`config.mk`:
```
export PLATFORM = sky130hd
export DESIGN_NAME = async_fifo_wr_arb
export DESIGN_NICKNAME = d
export VERILOG_FILES = /design/src/rtl/async_fifo_arb_pkg.sv /design/src/rtl/async_fifo_wr_arb_rr_pick.sv /design/src/rtl/async_fifo_wr_arb.sv
export SDC_FILE = /design/constraint.sdc
export NUM_CORES = 1
export LEC_CHECK = 0
export CAP_MARGIN = 10
export CORE_MARGIN = 4
export CORE_UTILIZATION = 34
export CTS_CLUSTER_SIZE = 30
export DETAILED_ROUTE_END_ITERATION = 8
export PLACE_DENSITY = 0.68
export SLEW_MARGIN = 20
export SYNTH_ARGS = -nofsm -noshare
export SYNTH_HDL_FRONTEND = slang
export SYNTH_SLANG_ARGS = --single-unit
```
`constraint.sdc`:
```
create_clock -name wclk -period 4.35 [get_ports wclk]
set_clock_uncertainty 0.1 [all_clocks]
set_input_delay 0.87 -clock wclk [delete_from_list [all_inputs] [get_ports wclk]]
set_output_delay 0.87 -clock wclk [all_outputs]
set_load 0.02 [all_outputs]
```
`src/rtl/async_fifo_arb_pkg.sv`:
```
// ---------------------------------------------------------------------------
// async_fifo_arb_pkg
// Shared types and defaults for the async FIFO write-side arbiter.
//   arb_state_t    : arbiter mode (IDLE = round-robin, BURST = locked owner)
//   NREQ_DEF       : default number of write requesters
//   BURST_MAX_DEF  : default maximum words per locked burst
//   wrap_inc()     : index + 1 modulo n
// `ASIZE (write data width) falls back to 8 when not supplied by the build.
// ---------------------------------------------------------------------------
`ifndef ASIZE
`define ASIZE 8
`endif

package async_fifo_arb_pkg;

    typedef enum logic {
        IDLE  = 1'b0,
        BURST = 1'b1
    } arb_state_t;

    localparam int unsigned NREQ_DEF      = 4;
    localparam int unsigned BURST_MAX_DEF = 8;

    function automatic int unsigned wrap_inc(input int unsigned idx, input int unsigned n);
        return (idx + 1 >= n) ? 0 : idx + 1;
    endfunction

endpackage

```
`src/rtl/async_fifo_wr_arb_rr_pick.sv`:
```
// ---------------------------------------------------------------------------
// rr_pick
// Combinational round-robin picker: finds the first asserted request at or
// after ptr, wrapping from NREQ-1 back to 0.
//   req     in  NREQ  request vector
//   ptr     in  PW    search start index
//   win_oh  out NREQ  one-hot winner (all zero when nothing requests)
//   win_idx out PW    winner index (0 when nothing requests)
//   valid   out 1     at least one request present
// ---------------------------------------------------------------------------
module rr_pick
    import async_fifo_arb_pkg::*;
#(
    parameter int unsigned NREQ = NREQ_DEF,
    localparam int unsigned PW  = $clog2(NREQ)
) (
    input  logic [NREQ-1:0] req,
    input  logic [PW-1:0]   ptr,
    output logic [NREQ-1:0] win_oh,
    output logic [PW-1:0]   win_idx,
    output logic            valid
);

    logic [PW-1:0] cand;

    always_comb begin
        win_oh  = '0;
        win_idx = '0;
        valid   = 1'b0;
        cand    = '0;
        for (int unsigned k = 0; k < NREQ; k++) begin
            cand = PW'((32'(ptr) + k) % NREQ);
            if (!valid && req[cand]) begin
                valid         = 1'b1;
                win_idx       = cand;
                win_oh[cand]  = 1'b1;
            end
        end
    end

endmodule

```
`src/rtl/async_fifo_wr_arb.sv`:
```
// ---------------------------------------------------------------------------
// async_fifo_wr_arb
// Write-side arbiter in front of an async FIFO. Requesters are served
// round-robin one word at a time; a requester holding lock gets exclusive
// ownership for up to BURST_MAX consecutive accepted words.
// Grants are combinational (zero-cycle) from req/wfull and registered state.
//
// Ports
//   wclk      in  1            write-domain clock
//   wrst      in  1            asynchronous active-low reset
//   req       in  NREQ         per-requester write request
//   lock      in  NREQ         burst ownership request, sampled with req
//   data      in  NREQ*ASIZE   requester i data in slice i
//   wfull     in  1            FIFO full flag
//   gnt       out NREQ         one-hot accept, word taken this cycle
//   winc      out 1            FIFO write strobe (|gnt)
//   wdata     out ASIZE        granted data, 0 when winc=0
//   owner     out PW           current/last granted index
//   busy      out 1            high while in BURST
//   word_cnt  out 32           accepted words, saturating   (stats build)
//   stall_cnt out 16           cycles with |req && wfull    (stats build)
//
// Optional feature macro: ASYNC_FIFO_WR_ARB_STATS_EN adds word_cnt/stall_cnt.
// ---------------------------------------------------------------------------
module async_fifo_wr_arb
    import async_fifo_arb_pkg::*;
#(
    parameter int unsigned NREQ      = NREQ_DEF,
    parameter int unsigned BURST_MAX = BURST_MAX_DEF,
    localparam int unsigned PW       = $clog2(NREQ)
) (
    input  logic                    wclk,
    input  logic                    wrst,
    input  logic [NREQ-1:0]         req,
    input  logic [NREQ-1:0]         lock,
    input  logic [NREQ*`ASIZE-1:0]  data,
    input  logic                    wfull,
    output logic [NREQ-1:0]         gnt,
    output logic                    winc,
    output logic [`ASIZE-1:0]       wdata,
    output logic [PW-1:0]           owner,
    output logic                    busy
`ifdef ASYNC_FIFO_WR_ARB_STATS_EN
    ,
    output logic [31:0]             word_cnt,
    output logic [15:0]             stall_cnt
`endif
);

    localparam logic [7:0] BMAX     = 8'(BURST_MAX);
    localparam bit         LOCKABLE = (BURST_MAX > 1);

    arb_state_t      state, state_n;
    logic [PW-1:0]   ptr, ptr_n;
    logic [7:0]      beat, beat_n;
    logic [PW-1:0]   owner_n;

    logic [NREQ-1:0] pick_oh;
    logic [PW-1:0]   pick_idx;
    logic            pick_valid;

    rr_pick #(
        .NREQ (NREQ)
    ) u_rr_pick (
        .req     (req),
        .ptr     (ptr),
        .win_oh  (pick_oh),
        .win_idx (pick_idx),
        .valid   (pick_valid)
    );

    // State register
    always_ff @(posedge wclk or negedge wrst) begin
        if (!wrst) begin
            state <= IDLE;
            ptr   <= '0;
            beat  <= '0;
            owner <= '0;
        end else begin
            state <= state_n;
            ptr   <= ptr_n;
            beat  <= beat_n;
            owner <= owner_n;
        end
    end

    // Next-state logic
    always_comb begin
        state_n = state;
        ptr_n   = ptr;
        beat_n  = beat;
        owner_n = owner;
        unique case (state)
            IDLE: begin
                if (!wfull && pick_valid) begin
                    owner_n = pick_idx;
                    if (lock[pick_idx] && LOCKABLE) begin
                        state_n = BURST;
                        beat_n  = 8'd1;
                    end else begin
                        ptr_n = PW'(wrap_inc(32'(pick_idx), NREQ));
                    end
                end
            end
            BURST: begin
                // A dropped request ends the burst even while the FIFO is full;
                // a full FIFO otherwise freezes beat so stalls never count.
                if (!req[owner]) begin
                    state_n = IDLE;
                    ptr_n   = PW'(wrap_inc(32'(owner), NREQ));
                    beat_n  = '0;
                end else if (!wfull) begin
                    beat_n = beat + 8'd1;
                    if (!lock[owner] || (beat_n == BMAX)) begin
                        state_n = IDLE;
                        ptr_n   = PW'(wrap_inc(32'(owner), NREQ));
                        beat_n  = '0;
                    end
                end
            end
            default: state_n = IDLE;
        endcase
    end

    // Output logic; wrst gates the grant so reset silences the FIFO port at once
    always_comb begin
        gnt = '0;
        if (wrst && !wfull) begin
            unique case (state)
                IDLE:    gnt = pick_oh;
                BURST:   gnt[owner] = req[owner];
                default: gnt = '0;
            endcase
        end
        winc  = |gnt;
        wdata = '0;
        for (int unsigned i = 0; i < NREQ; i++) begin
            wdata = wdata | (data[i*`ASIZE +: `ASIZE] & {`ASIZE{gnt[i]}});
        end
        busy = (state == BURST);
    end

`ifdef ASYNC_FIFO_WR_ARB_STATS_EN
    always_ff @(posedge wclk or negedge wrst) begin
        if (!wrst) begin
            word_cnt  <= '0;
            stall_cnt <= '0;
        end else begin
            if (winc && (word_cnt != '1)) begin
                word_cnt <= word_cnt + 32'd1;
            end
            if ((|req) && wfull && (stall_cnt != '1)) begin
                stall_cnt <= stall_cnt + 16'd1;
            end
        end
    end
`endif

endmodule

```
; Word-level counts from Yosys, hierarchy flattened
; Cells that the tools add are included.
; W data, S select, Z words.
[op_classes]
add_sub_neg = 6
n_lt_le_gt_ge = 13
n_eq_ne = 6
muxes = 58
n_bitwise = 12
n_reduce_logical = 20
[op_table]
columns = op, count
row1 = $mux W8, 5
row2 = $and A8 B8 Y8, 4
row3 = $or A8 B8 Y8, 3
row4 = $mux W2, 11
row5 = $mux W1, 21
row6 = $mux W4, 5
row7 = $lt A2 B3 Y1 const B, 6
row8 = $pmux W8 S2, 1
row9 = $bmux W1 S2, 7
row10 = $or A4 B4 Y4, 3
row11 = $demux W1 S2, 5
row12 = $ge A2 B1 Y1 const B, 5
row13 = $logic_and A1 B1 Y1, 10
row14 = $add A8 B1 Y8 const B, 1
row15 = $eq A8 B4 Y1 const B, 1
row16 = $pmux W4 S2, 1
row17 = $add A2 B1 Y3 const B, 2
row18 = $ge A3 B3 Y1 const B, 2
row19 = $ne A2 B2 Y1 const B, 3
row20 = $logic_not A1 Y1, 5
row21 = $add A2 B2 Y2 const B, 2
row22 = $and A4 B4 Y4, 1
row23 = $pmux W2 S2, 1
row24 = $reduce_and A4 Y1, 1
row25 = other kinds (9), 9
[word_totals]
register_bits = 13
in_bits = 43
out_inout_bits = 16
word_cells = 119

; Longest topological paths before layout
[logic_depth]
depth_word = 18
ltp_mapped = 11
mapped_depth_nobuf = 9

; By module
; From an unflattened synthesis, not the netlist that was laid out.
[unflattened]
hier_cells = 173
area_unflattened_um2 = 1549.0
[modules_own_cells]
columns = module, instances, cells_per_inst, area_each_um2, seq_area_each_um2
row1 = async_fifo_wr_arb, 1, 128, 1127.3, 325.3
row2 = rr_pick, 1, 45, 421.7, 0.0

; Worst setup path before layout
; OpenSTA, ideal clock, no wires.
[synth_path]
path_type = input-to-output
start = input port req[1]
end = output port winc
arrival_ns = 2.949
required_ns = 3.380
path_slack_ns = 0.431
cell_stages = 8
path_buffers = 2
path_cell_list = buf_6 -> mux4_2 -> nor2b_2 -> a22oi_1 -> o21ai_0 -> a22o_1 -> clkbuf_1 -> or4_1
[synth_via]
elab_chain_cells = 15
elab_cells_between_ends = 30
classes_between = 19 x mux / 4 x bitwise / 7 x reduce/logical
[synth_lines]
columns = element, line
row1 = start: declaration, async_fifo_wr_arb.sv:34  ; input logic [NREQ-1:0] req,
row2 = $bmux W1 S2, async_fifo_wr_arb_rr_pick.sv:33  ; if (!valid && req[cand]) begin
row3 = $mux W1 (implied by the code), async_fifo_wr_arb_rr_pick.sv:33
row4 = $mux W1, async_fifo_wr_arb_rr_pick.sv:33
row5 = $logic_not A1 Y1, async_fifo_wr_arb_rr_pick.sv:33
row6 = $logic_and A1 B1 Y1, async_fifo_wr_arb_rr_pick.sv:33
row7 = $mux W1, async_fifo_wr_arb_rr_pick.sv:33
row8 = $logic_not A1 Y1, async_fifo_wr_arb_rr_pick.sv:33
row9 = $logic_and A1 B1 Y1, async_fifo_wr_arb_rr_pick.sv:33
row10 = $mux W1, async_fifo_wr_arb_rr_pick.sv:33
row11 = $logic_not A1 Y1, async_fifo_wr_arb_rr_pick.sv:33
row12 = $logic_and A1 B1 Y1, async_fifo_wr_arb_rr_pick.sv:33
row13 = $mux W4, async_fifo_wr_arb_rr_pick.sv:33
row14 = $pmux W4 S2 *, async_fifo_wr_arb.sv:129  ; unique case (state)
row15 = $mux W4 *, async_fifo_wr_arb.sv:128  ; if (wrst && !wfull) begin
row16 = named net gnt[2], async_fifo_wr_arb.sv:38  ; output logic [NREQ-1:0] gnt,
row17 = $reduce_or A4 Y1 *, async_fifo_wr_arb.sv:135  ; winc = |gnt;
row18 = end: declaration, async_fifo_wr_arb.sv:39  ; output logic winc,
; Mark *: on every way through the listed nets, which the timed path passes. The rest lies on a longest branch. The select of a mux whose other input is x is not followed.

; Worst setup path after layout
[layout_path]
start = input port req[0]
end = output port wdata[0]
[layout_via]
elab_chain_cells = 18
elab_cells_between_ends = 36
classes_between = 19 x mux / 11 x bitwise / 6 x reduce/logical
[layout_lines]
columns = element, line
row1 = $bmux W1 S2, async_fifo_wr_arb_rr_pick.sv:33
row2 = $mux W1 (implied by the code), async_fifo_wr_arb_rr_pick.sv:33
row3 = $mux W1, async_fifo_wr_arb_rr_pick.sv:33
row4 = $logic_not A1 Y1, async_fifo_wr_arb_rr_pick.sv:33
row5 = $logic_and A1 B1 Y1, async_fifo_wr_arb_rr_pick.sv:33
row6 = $mux W1, async_fifo_wr_arb_rr_pick.sv:33
row7 = $logic_not A1 Y1, async_fifo_wr_arb_rr_pick.sv:33
row8 = $logic_and A1 B1 Y1, async_fifo_wr_arb_rr_pick.sv:33
row9 = $mux W1, async_fifo_wr_arb_rr_pick.sv:33
row10 = $logic_not A1 Y1, async_fifo_wr_arb_rr_pick.sv:33
row11 = $logic_and A1 B1 Y1, async_fifo_wr_arb_rr_pick.sv:33
row12 = $mux W4, async_fifo_wr_arb_rr_pick.sv:33
row13 = $pmux W4 S2 *, async_fifo_wr_arb.sv:129
row14 = $mux W4 *, async_fifo_wr_arb.sv:128
row15 = $and A8 B8 Y8, async_fifo_wr_arb.sv:138  ; wdata = wdata | (data[i*`ASIZE +: `ASIZE] & {`ASIZE{gnt[i]}});
row16 = $or A8 B8 Y8 (2 in a row), async_fifo_wr_arb.sv:138
row17 = $or A8 B8 Y8 *, async_fifo_wr_arb.sv:138
row18 = end: declaration, async_fifo_wr_arb.sv:40  ; output logic [`ASIZE-1:0] wdata,
; Every way passes the cells marked *; elsewhere a longest branch is shown, timed or not. The select of a mux whose other input is x is not followed.

==> impl_results.md <==
- Sequential share of power: 15.8%
- ANT nets after route: 0
- RSZ-0062 raised after global routing: false
- CTS Buffer Depth: 2
- Post-CTS setup buffers: 0
- Mapped cell area: 1640 um^2
- Max-slew violations: 0
- WL final: 4.61 mm
- Max layer used: met4
- Min-Delay Path Class: reg2reg
- DRC: 0
- Final setup TNS: 0 ns
- Max_slew headroom: 60.0%
- Die height: 77.5 um
- Placed Cells: 328
- Root Driver: clkbuf_8
- DP Wirelength: 3.64 mm
- Sw Share: 47.5%
- Clk pwr share: 8.4%
- Crit path largest cell delay: 0.50 ns
- Antenna violations before repair: 0
- Post-synthesis cell type count: 51
- Largest net degree at the start of global routing: 22
- H-tree depth: 1
- Area Overhead vs Synth: 49.5%
- Net switching power: 0.000615 W
- Final cycle utilization of the critical path: 97.3%
- Yosys warning count: 0
- Synth Area per Inst: 8.21 um^2
- DRT iter0 DRCs: 60
- CP endpoint kind: output port
- Status: finished, final reports clean
- Row Count: 25
- Startpoint types: input port
- Core Region: 4690 um^2
- First-pass GRT wire length: 7.86 mm
- Crit path DAT: 3.26 ns
- Die Wd: 77.5 um
- Commonest non-fill, non-tap cell in the layout: clkdlybuf4s50_1
- Routed met2 length: 2.04 mm
- FILL cells: 449
- Hold slack: 0.468 ns
- Vias: 1813
- Worst-Margin Slew: 0.600 ns
- Placer's final routability congestion estimate: 0.990
- Gr usage total: 15.5%
- Main area contributors after synthesis: dfrtp_1, ha_1, nand2_1
- Total CTS buffers: 3
- Synth Register Bits: 13
- CTS tree: done
- Worst-path cell chain: clkdlybuf4s50_1 > buf_4 > mux4_2 > buf_4 > nand2_1 > o21ai_0 > a22o_1 > buf_4 > a22oi_1 > nand3_1 > dlygate4sd2_1
- Comb pwr share: 75.9%
- Gate Count Post-Synth: 200
- Ports: 59
- Total gr overflow: 0
- Diode count: 0
- Clk_lat worst skew: 0.24 ns
- Post-synth EDFFs: 0
- Final #Nets: 334
- Post-Place Setup Slack: -0.320 ns
- Leading area contributor after synthesis: dfrtp_1
- Cell mode on critical path: buf_4
- Starting Density: 35.0%
- Max-cap viol count: 0
- Pint: 0.000680 W
- Die area: 6010 um^2
- M1 WL: 2.14 mm
- Final Hold Fails: 0
- Most used DFF post-synth: dfrtp_1
- Pwr per Cell Area: 527 nW/um^2
- Ys async rst share: 100%
- CP Class: in2out
- Final non-filler cell total: 332
- Peak Freq: 0.236 GHz
- Tmin final: 4.23 ns
- CP max-delay cell: mux4_2
- Vias/cell: 5.46
- Crit path max fanout: 6
- Sequential area share after synthesis: 19.8%
- Final Setup Violations: 0
- Share of layout cells above drive strength 1: 18.0%
- Fraction of synthesized cell area taken by the top area cell type: 19.8%
- Met3 wire length: 380 um
- CTS sink count: 13
- Leakage power: 1.12 nW
- Syn Nets: 255
- Layout Utilization: 52.3%
- Final WS setup: 0.118 ns
- IR drop worst, VDD: 0.311 mV
- Wire length per cell: 13.9 um
- Most frequent cells in the layout: clkdlybuf4s50_1, nand2_1, buf_4, nand3_1, inv_1
- Drt first pass iters: 4
- I/O Buffers: 58
- Vias in the first global route: 1685
- Worst-path clk slew: 0.06 ns
- CP required: 3.38 ns
power groups by stage:
stage | logic, W | registers (W) | clock network (W)
2_1_floorplan | 0.000627 | 0.000210 | 0
3_3_place_gp | 0.00100 | 0.000205 | 0
3_5_place_dp | 0.00101 | 0.000207 | 0
4_1_cts | 0.000981 | 0.000204 | 0.000110
5_1_grt | 0.00109 | 0.000211 | 0.000116
6_report | 0.000982 | 0.000204 | 0.000108
layer usage:
| metal | GRT usage, % | vias up |
|---|---|---|
| li1 | - | 915 |
| met1 | 20.8 | 808 |
| met2 | 25.6 | 84 |
| met3 | 3.02 | 6 |
| met4 | 3.38 | 0 |
| met5 | 0 | - |
cells in the mapped netlist (3+ instances only):
| cell | count |
|---|---|
| a32oi_1 | 3 |
| nor2_1 | 7 |
| a221o_1 | 3 |
| ha_1 | 12 |
| or4_1 | 4 |
| o21ai_0 | 13 |
| nand2_1 | 34 |
| mux4_2 | 5 |
| mux2i_1 | 4 |
| inv_1 | 14 |
| nand3_1 | 20 |
| clkbuf_1 | 5 |
| a22oi_1 | 10 |
| nor2b_1 | 4 |
| buf_6 | 3 |
| dfrtp_1 | 13 |
| o211ai_1 | 3 |
worst paths after layout:
path	slack [ns]	startpoint	cells past startpoint	endpoint
max in group asynchronous	3.14	wrst	2	beat[0]$_DFFE_PN0P_
worst min register to register	0.47	beat[1]$_DFFE_PN0P_	2	beat[1]$_DFFE_PN0P_
worst min-delay path	0.47	beat[1]$_DFFE_PN0P_	2	beat[1]$_DFFE_PN0P_
worst max-delay path	0.12	req[0]	11	wdata[0]
min in group asynchronous	0.85	wrst	2	beat[4]$_DFFE_PN0P_
worst max register to register	1.40	ptr[0]$_DFFE_PN0P_	8	beat[1]$_DFFE_PN0P_
critical path, delay by kind of cell:
kind	cells	cell delay [ns]
multiplexers	1	0.50
buffers and inverters	5	1.31
AND/OR/NAND/NOR	2	0.13
AO/OA/AOI/OAI	3	0.45
sequential cells by signal, indices dropped and copies added, names as in the netlist:
| signal | cells |
|---|---|
| owner | 2 |
| busy | 1 |
| ptr | 2 |
| beat | 8 |
cell families after synthesis:
group | count (synthesis) | share of synthesized area, %
buf+inv | 24 | 6.85
compound gates | 55 | 26.0
mux | 11 | 11.8
xor+xnor | 3 | 1.60
simple gates | 82 | 24.8
fa+ha+maj | 12 | 9.14
flops | 13 | 19.8
timing repair:
item | CTS | global route
setup endpoints to repair | 11 | 12
hold buffers | 0 | 0
resized for setup | 14 | 17
pin swaps | 0 | 2
metrics by stage:
stage	cell area, um^2	power [W]
6_report	2460	0.00129
5_1_grt	2460	0.00141
4_1_cts	2460	0.00129
3_5_place_dp	2430	0.00121
3_3_place_gp	2430	0.00120
2_1_floorplan	1640	0.000837
cell type report:
type	instances	area, um^2	share of cell area [%]
multi-input cells	163	1210	49.1
repair buffers	82	752	30.6
flip-flops and latches	13	325	13.2
well taps	54	67.6	2.75
inverters	16	60.1	2.45
clock buffers	4	45.0	1.83
Power figures use the tool's default switching activity.
